### config.mk
export PLATFORM = sky130hd
export DESIGN_NAME = game_tick_sched
export DESIGN_NICKNAME = d
export VERILOG_FILES = /design/src/rtl/game_tick_sched_pkg.sv /design/src/rtl/game_tick_sched_arbiter.sv /design/src/rtl/game_tick_sched.sv
export SDC_FILE = /design/constraint.sdc
export NUM_CORES = 1
export LEC_CHECK = 0
export BUFFER_PORTS_ARGS = -buffer_cell sky130_fd_sc_hd__buf_2
export CORE_ASPECT_RATIO = 0.7
export CORE_MARGIN = 3
export CORE_UTILIZATION = 35
export DETAILED_ROUTE_END_ITERATION = 10
export PLACE_DENSITY = 0.62
export SKIP_CTS_REPAIR_TIMING = 1
export SYNTH_ARGS = -nofsm -noshare
export SYNTH_HDL_FRONTEND = slang
export SYNTH_SLANG_ARGS = --single-unit
### constraint.sdc
create_clock -name clk_20MHz -period 5.16 [get_ports clk_20MHz]
set_input_delay 1.548 -clock clk_20MHz [delete_from_list [all_inputs] [get_ports clk_20MHz]]
set_output_delay 1.548 -clock clk_20MHz [all_outputs]
set_load 0.03 [all_outputs]
### src/rtl/game_tick_sched_pkg.sv
// Shared definitions for the game tick scheduler: default sizing, channel
// names and the arbiter state encoding.
package game_tick_sched_pkg;

  localparam int NCH_DEF            = 4;
  localparam int PW_DEF             = 16;
  localparam int PRESCALE_DEF       = 1000;
  localparam int DEFAULT_PERIOD_DEF = 333;

  localparam int CH_ASTEROID = 0;
  localparam int CH_BULLET   = 1;
  localparam int CH_SHIP     = 2;
  localparam int CH_SOUND    = 3;

  typedef enum logic [0:0] {
    ST_IDLE  = 1'b0,
    ST_GRANT = 1'b1
  } arb_state_t;

endpackage

### src/rtl/game_tick_sched_arbiter.sv
// Combinational round-robin pick: the first pending channel strictly after
// rr_ptr, wrapping, reported as one-hot, index and a valid flag.
module tick_rr_arbiter #(
  parameter int NCH = 4,
  parameter int IW  = 2
) (
  input  logic [NCH-1:0] pending,
  input  logic [IW-1:0]  rr_ptr,
  output logic [NCH-1:0] onehot,
  output logic [IW-1:0]  idx,
  output logic           valid
);

  int k;

  // Walk from the farthest candidate to the nearest so the nearest one wins.
  always_comb begin
    onehot = '0;
    idx    = '0;
    valid  = 1'b0;
    k      = 0;
    for (int off = NCH; off >= 1; off--) begin
      k = (int'(rr_ptr) + off) % NCH;
      if (pending[IW'(k)]) begin
        onehot          = '0;
        onehot[IW'(k)]  = 1'b1;
        idx             = IW'(k);
        valid           = 1'b1;
      end
    end
  end

endmodule

### src/rtl/game_tick_sched.sv
// Base-tick prescaler, per-subsystem period timers and a grant/ack arbiter
// that serialises access to shared game state on the single system clock.
module game_tick_sched
  import game_tick_sched_pkg::*;
#(
  parameter int NCH            = NCH_DEF,
  parameter int PRESCALE       = PRESCALE_DEF,
  parameter int PW             = PW_DEF,
  parameter int DEFAULT_PERIOD = DEFAULT_PERIOD_DEF,
  localparam int IW            = (NCH > 1) ? $clog2(NCH) : 1
) (
  input  logic           clk_20MHz,
  input  logic           reset,
  input  logic           pause,
  input  logic           cfg_we,
  input  logic [IW-1:0]  cfg_sel,
  input  logic [PW-1:0]  cfg_period,
  input  logic [NCH-1:0] ack,
  output logic           tick_20k,
  output logic [NCH-1:0] grant,
  output logic           busy,
  output logic [NCH-1:0] overrun
);

  localparam int CW = (PRESCALE > 1) ? $clog2(PRESCALE) : 1;
  localparam logic [CW-1:0] PRE_LAST = CW'(PRESCALE - 1);

  logic [CW-1:0]  pre_cnt;
  logic [PW-1:0]  period [NCH];
  logic [PW-1:0]  ch_cnt [NCH];
  logic [NCH-1:0] pending;
  logic [NCH-1:0] expire;
  logic [NCH-1:0] pend_n;
  logic [NCH-1:0] ovr_n;
  logic [IW-1:0]  rr_ptr;
  logic [IW-1:0]  gnt_idx;
  arb_state_t     state;
  logic           cfg_hit;

  logic [NCH-1:0] pick_onehot;
  logic [IW-1:0]  pick_idx;
  logic           pick_valid;

  assign cfg_hit = cfg_we && (int'(cfg_sel) < NCH);

  tick_rr_arbiter #(.NCH(NCH), .IW(IW)) u_arb (
    .pending (pending),
    .rr_ptr  (rr_ptr),
    .onehot  (pick_onehot),
    .idx     (pick_idx),
    .valid   (pick_valid)
  );

  always_comb begin
    expire = '0;
    for (int i = 0; i < NCH; i++) begin
      if (tick_20k && (period[i] != '0) && (ch_cnt[i] == period[i] - PW'(1)))
        expire[i] = 1'b1;
    end
  end

  // Grant consumes the old request first; a same-cycle expiry then re-arms it,
  // and a config write to the channel overrides both.
  always_comb begin
    pend_n = pending;
    ovr_n  = overrun;
    if (state == ST_IDLE && pick_valid)
      pend_n[pick_idx] = 1'b0;
    for (int i = 0; i < NCH; i++) begin
      if (expire[i]) begin
        if (pending[i])
          ovr_n[i] = 1'b1;
        pend_n[i] = 1'b1;
      end
    end
    if (cfg_hit) begin
      pend_n[cfg_sel] = 1'b0;
      ovr_n[cfg_sel]  = 1'b0;
    end
  end

  always_ff @(posedge clk_20MHz) begin
    if (reset) begin
      pre_cnt  <= '0;
      tick_20k <= 1'b0;
    end else if (pause) begin
      tick_20k <= 1'b0;
    end else if (pre_cnt == PRE_LAST) begin
      pre_cnt  <= '0;
      tick_20k <= 1'b1;
    end else begin
      pre_cnt  <= pre_cnt + CW'(1);
      tick_20k <= 1'b0;
    end
  end

  always_ff @(posedge clk_20MHz) begin
    if (reset) begin
      for (int i = 0; i < NCH; i++) begin
        period[i] <= PW'(DEFAULT_PERIOD);
        ch_cnt[i] <= '0;
      end
      pending <= '0;
      overrun <= '0;
    end else begin
      for (int i = 0; i < NCH; i++) begin
        if (cfg_hit && cfg_sel == IW'(i)) begin
          period[i] <= cfg_period;
          ch_cnt[i] <= '0;
        end else if (tick_20k && period[i] != '0) begin
          ch_cnt[i] <= expire[i] ? '0 : ch_cnt[i] + PW'(1);
        end
      end
      pending <= pend_n;
      overrun <= ovr_n;
    end
  end

  always_ff @(posedge clk_20MHz) begin
    if (reset) begin
      state   <= ST_IDLE;
      grant   <= '0;
      busy    <= 1'b0;
      rr_ptr  <= IW'(NCH - 1);
      gnt_idx <= '0;
    end else begin
      case (state)
        ST_IDLE: begin
          if (pick_valid) begin
            grant   <= pick_onehot;
            gnt_idx <= pick_idx;
            busy    <= 1'b1;
            state   <= ST_GRANT;
          end
        end
        ST_GRANT: begin
          if (ack[gnt_idx]) begin
            grant  <= '0;
            busy   <= 1'b0;
            rr_ptr <= gnt_idx;
            state  <= ST_IDLE;
          end
        end
        default: state <= ST_IDLE;
      endcase
    end
  end

endmodule

==> results_dict.tcl, run 1 <==
set metrics [dict create \
    post_synth_instance_area_um2 9750 \
    ff_latch_count_synth 157 \
    finalCritPeriodShare 0.724 \
    wl_per_cell_um 17.2 \
    cts_made_buffers 17 \
    holdCritPathClass "reg2reg" \
    reg2reg_slack_ps 1420 \
    post_synth_top_flop "edfxtp_1" \
    initial_core_util 0.360 \
    worst_r2r_path_depth 9 \
    timing.rr.start "period[2][0]$_SDFFCE_PN1P_" \
    grt_antenna_before_repair 1 \
    post_synth_num_cell_types 72 \
    power_mw 3.04 \
    timing.critical_path.from_type "flip-flop" \
    slew_viol_final 0 \
    worstReg2RegEnd "ch_cnt[2][2]$_SDFFCE_PP0P_" \
    timing.critical_path.fanout_max 16 \
    synth_seq_area_share 0.454 \
    setup_ws_ps 1420 \
    detailedPlacementHpwl_um 17100 \
    clk-insertion-delay-late_ps 440 \
    tritoncts "yes" \
    worstHoldEndpoint "grant[3]$_SDFFE_PP0P_" \
    global_route.usage.total 0.160 \
    pre_cts_slack_ps 1250 \
    final_tns_setup_ps 0 \
    grt_max_degree 22 \
    maximum_level_of_the_cts_h_tree 4 \
    power.density_nw_per_um2 282 \
    worst-slew-pin-transition_ps 876 \
    cts-root-to-sink-buffers 2 \
    horizontal_die_dimension_um 206 \
    report.final.hold_viol_count 0 \
    yosysMostFrequentCell "edfxtp_1" \
    vias_per_cell 5.38 \
    vdd_drop_max_uv 232 \
    endpoint_kind "flip-flop" \
    final-setup-viol-count 0 \
    postRouteWirelength_um 23500 \
    floorplan.io_pins 36 \
    detailedRoute.firstIterationViolations 545 \
    nets 1033 \
    maxCapViolations 0 \
    remaining_overflow_grt 0 \
    synthesis.nets 1025 \
    timing.critical_path.arrival_ps 3900 \
    io_buffers 35 \
    diodes 0 \
    syn_avg_cell_area_um2 9.92 \
    syn_to_final_growth_pct 10.4 \
    setup.worst_path.class "reg2reg" \
    layout-drive-gt1-share 0.0956 \
    clkTransAtPathRegs_ps 70 \
    maxSlewHeadroom 0.414 \
    synthesis.instances 983 \
    final_core_util 0.397 \
    power.leakage_nw 3.67 \
    max_freq_mhz 268 \
    rows 50 \
    rsz0062_at_grt "no" \
    hold_depth 2 \
    synth_largest_area_cell "edfxtp_1" \
    cts_num_sinks 157 \
    fin_hold_ws_ps 486 \
    synth_enable_flop_cells 128 \
    asyncSetResetFlopFracSynth 0 \
    routed-via-count 7366 \
    chipHeight_um 146 \
    final.setup_skew_ps 9.38 \
    yosys-top-cells-count "edfxtp_1 (128), xor2_1 (75), nor2_1 (73), xnor2_1 (59), nor3_1 (57)" \
    globalplace.congestion 0.857 \
    synth_top_area_share 0.394 \
    dr.pass1.iters 5 \
    drt.antenna.violating_nets 0 \
    critPathRequiredTime_ps 5320 \
    root_buffer_master "clkbuf_16" \
    die_area_um2 29900 \
    outcome "finished, final reports clean" \
    ranking_of_synthesized_cells_by_area "edfxtp_1 (39%), xor2_1 (6.7%), dfxtp_1 (6.0%)" \
    yosys_warnings 0 \
    period_needed_ps 3740 \
    coreArea_um2 27100 \
    grt_pass1_vias 6960 \
    grt_first_pass_wirelength_um 38100 \
    route.detailed.drc 0 \
    holdCritStartpoint "grant[3]$_SDFFE_PP0P_" \
]
## final cells by class
class,count,area [um2]
timing repair buffer,38,198
multi-input combinational,750,5010
sequential,157,4420
inverter,27,101
fill,2670,16300
clock inverter,14,134
clock buffer,18,439
tap,364,455
## cell usage in the layout (no fill, tap or decap), types with 16 or more instances in the layout
master and n:
nand4_1 19, inv_1 26, and2_1 47, nor4_1 26
and3_1 30, clkbuf_16 17, a21oi_1 21, xnor2_1 59
xor2_1 75, buf_2 35, nor2b_1 17, nor2_1 73
or3_1 22, edfxtp_1 128, nor3_1 57, nand2_1 53
dfxtp_1 29, ha_1 16, nand3_1 53
## metrics by stage
step                      cells  area, um2
after CTS                  1368      10800
final                      1368      10800
after global placement     1336      10200
after detailed placement   1336      10200
after floorplan             983       9750
after global routing       1368      10800
## sequential cells by signal, summed over array words and instances, names as in the netlist
register  cells
pending       4
tick_20k      1
grant         4
period       64
overrun       4
busy          1
state         1
ch_cnt       64
rr_ptr        2
gnt_idx       2
pre_cnt      10
## how the worst max path moves through the flow
| stage | from | to | cells after the start |
|---|---|---|---|
| 4_1_cts | period[2][0]$_SDFFCE_PN1P_ | ch_cnt[2][12]$_SDFFCE_PP0P_ | 9 |
| 3_5_place_dp | cfg_sel[1] | ch_cnt[0][13]$_SDFFCE_PP0P_ | 6 |
| 3_3_place_gp | cfg_sel[1] | ch_cnt[0][13]$_SDFFCE_PP0P_ | 6 |
| 5_1_grt | period[2][0]$_SDFFCE_PN1P_ | ch_cnt[2][4]$_SDFFCE_PP0P_ | 9 |
| 6_report | period[2][0]$_SDFFCE_PN1P_ | ch_cnt[2][2]$_SDFFCE_PP0P_ | 9 |
| 2_1_floorplan | cfg_sel[1] | ch_cnt[1][10]$_SDFFCE_PP0P_ | 8 |
## worst max-delay path, stage by stage, from the launching register on
cell and delay [ps]:
edfxtp_1 450, inv_1 90, ha_1 180, or4b_1 560, or3_4 430, or4b_1 510
o211a_1 140, nor4_2 360, and3_1 620, nor3_1 130
## power breakdown
group          leakage (nW)  switching (mW)  internal [mW]
clock                 0.274           0.561          0.686
sequential             1.53          0.0910           1.44
combinational          1.86           0.148          0.112
## kinds of logic (layout without fill, tap and decap cells)
kind of cell,Yosys count,in the layout,share of synthesized area
simple gates,467,467,0.265
flops,157,157,0.454
xor+xnor,134,134,0.120
compound gates,113,113,0.0815
buf+inv,76,97,0.0325
mux,20,20,0.0262
fa+ha+maj,16,16,0.0205
## routing by layer
layer,part of all wire,GRT usage
met1,0.51,0.251
met2,0.41,0.220
met3,0.066,0.0387
met4,0.0075,0.0355
met5,0,0
Note: power is estimated with default switching activity, not from simulation.
==> inputs of run 2 (changes only) <==
Settings changed: ABC_AREA set to 1, PLACE_DENSITY 0.62 to 0.64.
Clock period 5.16 ns to 3.09 ns, I/O delays scaled along.
==> run 2 against run 1 <==
Net effect:
- utilization grew 0.77 points
- via count grew 9.2%
- critical endpoint is now ch_cnt[3][13]$_SDFFCE_PP0P_
- sequential power grew 71%
- synthesized area is 1.9% higher
- clock skew decreased by 1.1 ps
- combinational power increased to 3.6 times the previous value
- final cell count up 24%
- final area grew 2.9%
- maximum frequency up 52%
- hold slack got worse by 25 ps
- clock power increased by 57%
- sequential cell count did not move
==> results_dict.tcl, run 2 <==
set metrics [dict create \
    timing.critical_path.fanout_max 16 \
    synth_seq_area_share 0.445 \
    coreArea_um2 27300 \
    worst_path_cell_chain "inv_1, ha_1, nand3_2, nor2_1, nand3b_1, nand2_1, nand2_1, nor2_1, nand3_2, nand3_2, nor2_1" \
    asyncSetResetFlopFracSynth 0 \
    vdd_drop_max_uv 407 \
    global_route.usage.total 0.154 \
    maxSlewHeadroom 0.692 \
    syn_avg_cell_area_um2 7.83 \
    worstReg2RegEnd "ch_cnt[3][13]$_SDFFCE_PP0P_" \
    grt_antenna_before_repair 0 \
    syn_to_final_growth_pct 11.5 \
    met2WireLength_um 9720 \
    period_needed_ps 2460 \
    ranking_of_synthesized_cells_by_area "edfxtp_1 (39%), nand2_1 (12%), nor2_1 (9.7%)" \
    timing.rr.start "period[3][0]$_SDFFCE_PN1P_" \
    wl_per_cell_um 13.7 \
    post_synth_num_cell_types 45 \
    layout.filler_cells 2764 \
    power.density_nw_per_um2 497 \
    worst-slew-pin-transition_ps 458 \
    rsz0062_at_grt "no" \
    postRouteWirelength_um 23200 \
    layout-drive-gt1-share 0.0977 \
    horizontal_die_dimension_um 207 \
    yosysMostFrequentCell "nand2_1" \
    hold_depth 2 \
    die_area_um2 30500 \
    endpoint_kind "flip-flop" \
    fin_hold_ws_ps 461 \
    grt_max_degree 19 \
    ff_latch_count_synth 157 \
    floorplan.io_pins 36 \
    slew_viol_final 0 \
    post_synth_instance_area_um2 9930 \
    drt.antenna.violating_nets 0 \
    rows 50 \
    reg2reg_slack_ps 630 \
    vias_per_cell 4.74 \
    synth_top_area_share 0.387 \
    synthesis.nets 1311 \
    critPathRequiredTime_ps 3260 \
    worst_path_max_delay_cell "edfxtp_1" \
    timing.critical_path.arrival_ps 2640 \
    worstHoldEndpoint "overrun[3]$_SDFF_PP0_" \
    power_mw 5.51 \
    timing.critical_path.from_type "flip-flop" \
    yosys_warnings 0 \
    detail_route.wirelength.met1_um 11600 \
    remaining_overflow_grt 0 \
    grt_first_pass_wirelength_um 38000 \
    synth_largest_area_cell "edfxtp_1" \
    holdCritStartpoint "overrun[3]$_SDFF_PP0_" \
    met3_length_um 1560 \
    most_common_cell_after_layout_fill_and_taps_aside "nand2_1" \
    cts_num_sinks 157 \
    holdCritPathClass "reg2reg" \
    maxCapViolations 0 \
    initial_core_util 0.363 \
    slowest_delay_ps 400 \
    commonest_non_fill_non_tap_cells_in_the_layout "nand2_1 (313), nor2_1 (257), inv_1 (156)" \
    chipHeight_um 147 \
    worst_r2r_path_depth 11 \
    final_tns_setup_ps 0 \
    clk-insertion-delay-late_ps 430 \
    finalCritPeriodShare 0.797 \
    cts-root-to-sink-buffers 2 \
    tritoncts "yes" \
    post_synth_top_flop "edfxtp_1" \
    io_buffers 35 \
    detailedPlacementHpwl_um 18100 \
    final-setup-viol-count 0 \
    post-place-cells 1663 \
    final.setup_skew_ps 8.28 \
    grt_pass1_vias 7502 \
    power.leakage_nw 4.56 \
    root_buffer_master "clkbuf_16" \
    globalplace.congestion 0.876 \
    setup.worst_path.class "reg2reg" \
    detailedRoute.firstIterationViolations 629 \
    clkTransAtPathRegs_ps 60 \
    synth_enable_flop_cells 128 \
    layoutNonFillerInstCount 1696 \
    final_core_util 0.405 \
    top_layer "met4" \
    maximum_level_of_the_cts_h_tree 4 \
    max_freq_mhz 406 \
    routed-via-count 8041 \
    synthesis.instances 1269 \
    cts_made_buffers 17 \
    yosys-top-cells-count "nand2_1 (313), nor2_1 (257), inv_1 (156), edfxtp_1 (128), nand3_1 (63)" \
    route.detailed.drc 0 \
    nets 1360 \
    report.final.hold_viol_count 0 \
    layout_top_registers "ch_cnt: 64 flops, period: 64 flops, pre_cnt: 10 flops" \
    dr.pass1.iters 5 \
    outcome "finished, final reports clean" \
]
-- run 2: cell types whose count changed after synthesis, moves of 36 or more --
cell | previous run | this run
and2_1 | 47 | 2
inv_1 | 26 | 156
nor3_1 | 57 | 12
nor2_1 | 73 | 257
clkbuf_1 | 41 | 5
nand2_1 | 53 | 313
-- run 2: layout make-up --
type                       count  area [um2]  share of cell area
clock inverter                14         111              0.0101
tap                          364         455              0.0411
clock buffer                  18         429              0.0388
multi-input combinational    940        4820               0.435
antenna                        1        2.50            0.000226
sequential                   157        4420               0.400
inverter                     160         603              0.0545
timing repair buffer          42         228              0.0206
-- run 2: cells by family (layout without fill, tap and decap cells) --
logic type,after synthesis,count (layout),synth area share
DFF,157,157,0.445
xor gates and xnor gates,105,105,0.0926
AOI/OAI and AO/OA,72,72,0.0406
other,0,1,0
buffers and inverters,172,234,0.0695
and+or+nand+nor,747,747,0.332
adders and majority gates,16,16,0.0202
-- run 2: metrics by stage --
| stage | worst slack, ps | cell area (um2) |
|---|---|---|
| after floorplan | 775 | 9930 |
| after global placement | 740 | 10500 |
| after detailed placement | 668 | 10500 |
| after CTS | 661 | 11100 |
| after global routing | 406 | 11100 |
| final | 627 | 11100 |
-- run 2: per-layer routing --
| layer | up-vias | track usage |
|---|---|---|
| li1 | 4150 | - |
| met4 | 0 | 0.0417 |
| met1 | 3695 | 0.227 |
| met2 | 174 | 0.228 |
| met3 | 22 | 0.0333 |
| met5 | - | 0 |
-- run 2: worst max-delay path by stage --
stage / end / cells past startpoint / start / slack (ps)
5_1_grt: ch_cnt[3][13]$_SDFFCE_PP0P_ / 11 / period[3][0]$_SDFFCE_PN1P_ / 410
4_1_cts: ch_cnt[3][13]$_SDFFCE_PP0P_ / 11 / period[3][0]$_SDFFCE_PN1P_ / 660
3_3_place_gp: ch_cnt[3][14]$_SDFFCE_PP0P_ / 11 / period[3][0]$_SDFFCE_PN1P_ / 740
6_report: ch_cnt[3][13]$_SDFFCE_PP0P_ / 11 / period[3][0]$_SDFFCE_PN1P_ / 630
2_1_floorplan: ch_cnt[2][0]$_SDFFCE_PP0P_ / 6 / cfg_sel[0] / 770
3_5_place_dp: ch_cnt[3][13]$_SDFFCE_PP0P_ / 11 / period[3][0]$_SDFFCE_PN1P_ / 670
-- run 2: worst max-delay path: cells and delay by family (launching register included) --
kind	cells	cell delay, ps
buf+inv	1	90
flops	1	400
fa+ha+maj	1	250
simple gates	9	1470
-- run 2: power breakdown --
group / internal (mW) / leakage (nW) / total [mW] / switching [mW]
clock network: 1.04 / 0.253 / 1.96 / 0.917
registers: 2.44 / 1.49 / 2.61 / 0.170
logic: 0.328 / 2.81 / 0.934 / 0.605
total: 3.81 / 4.56 / 5.51 / 1.69
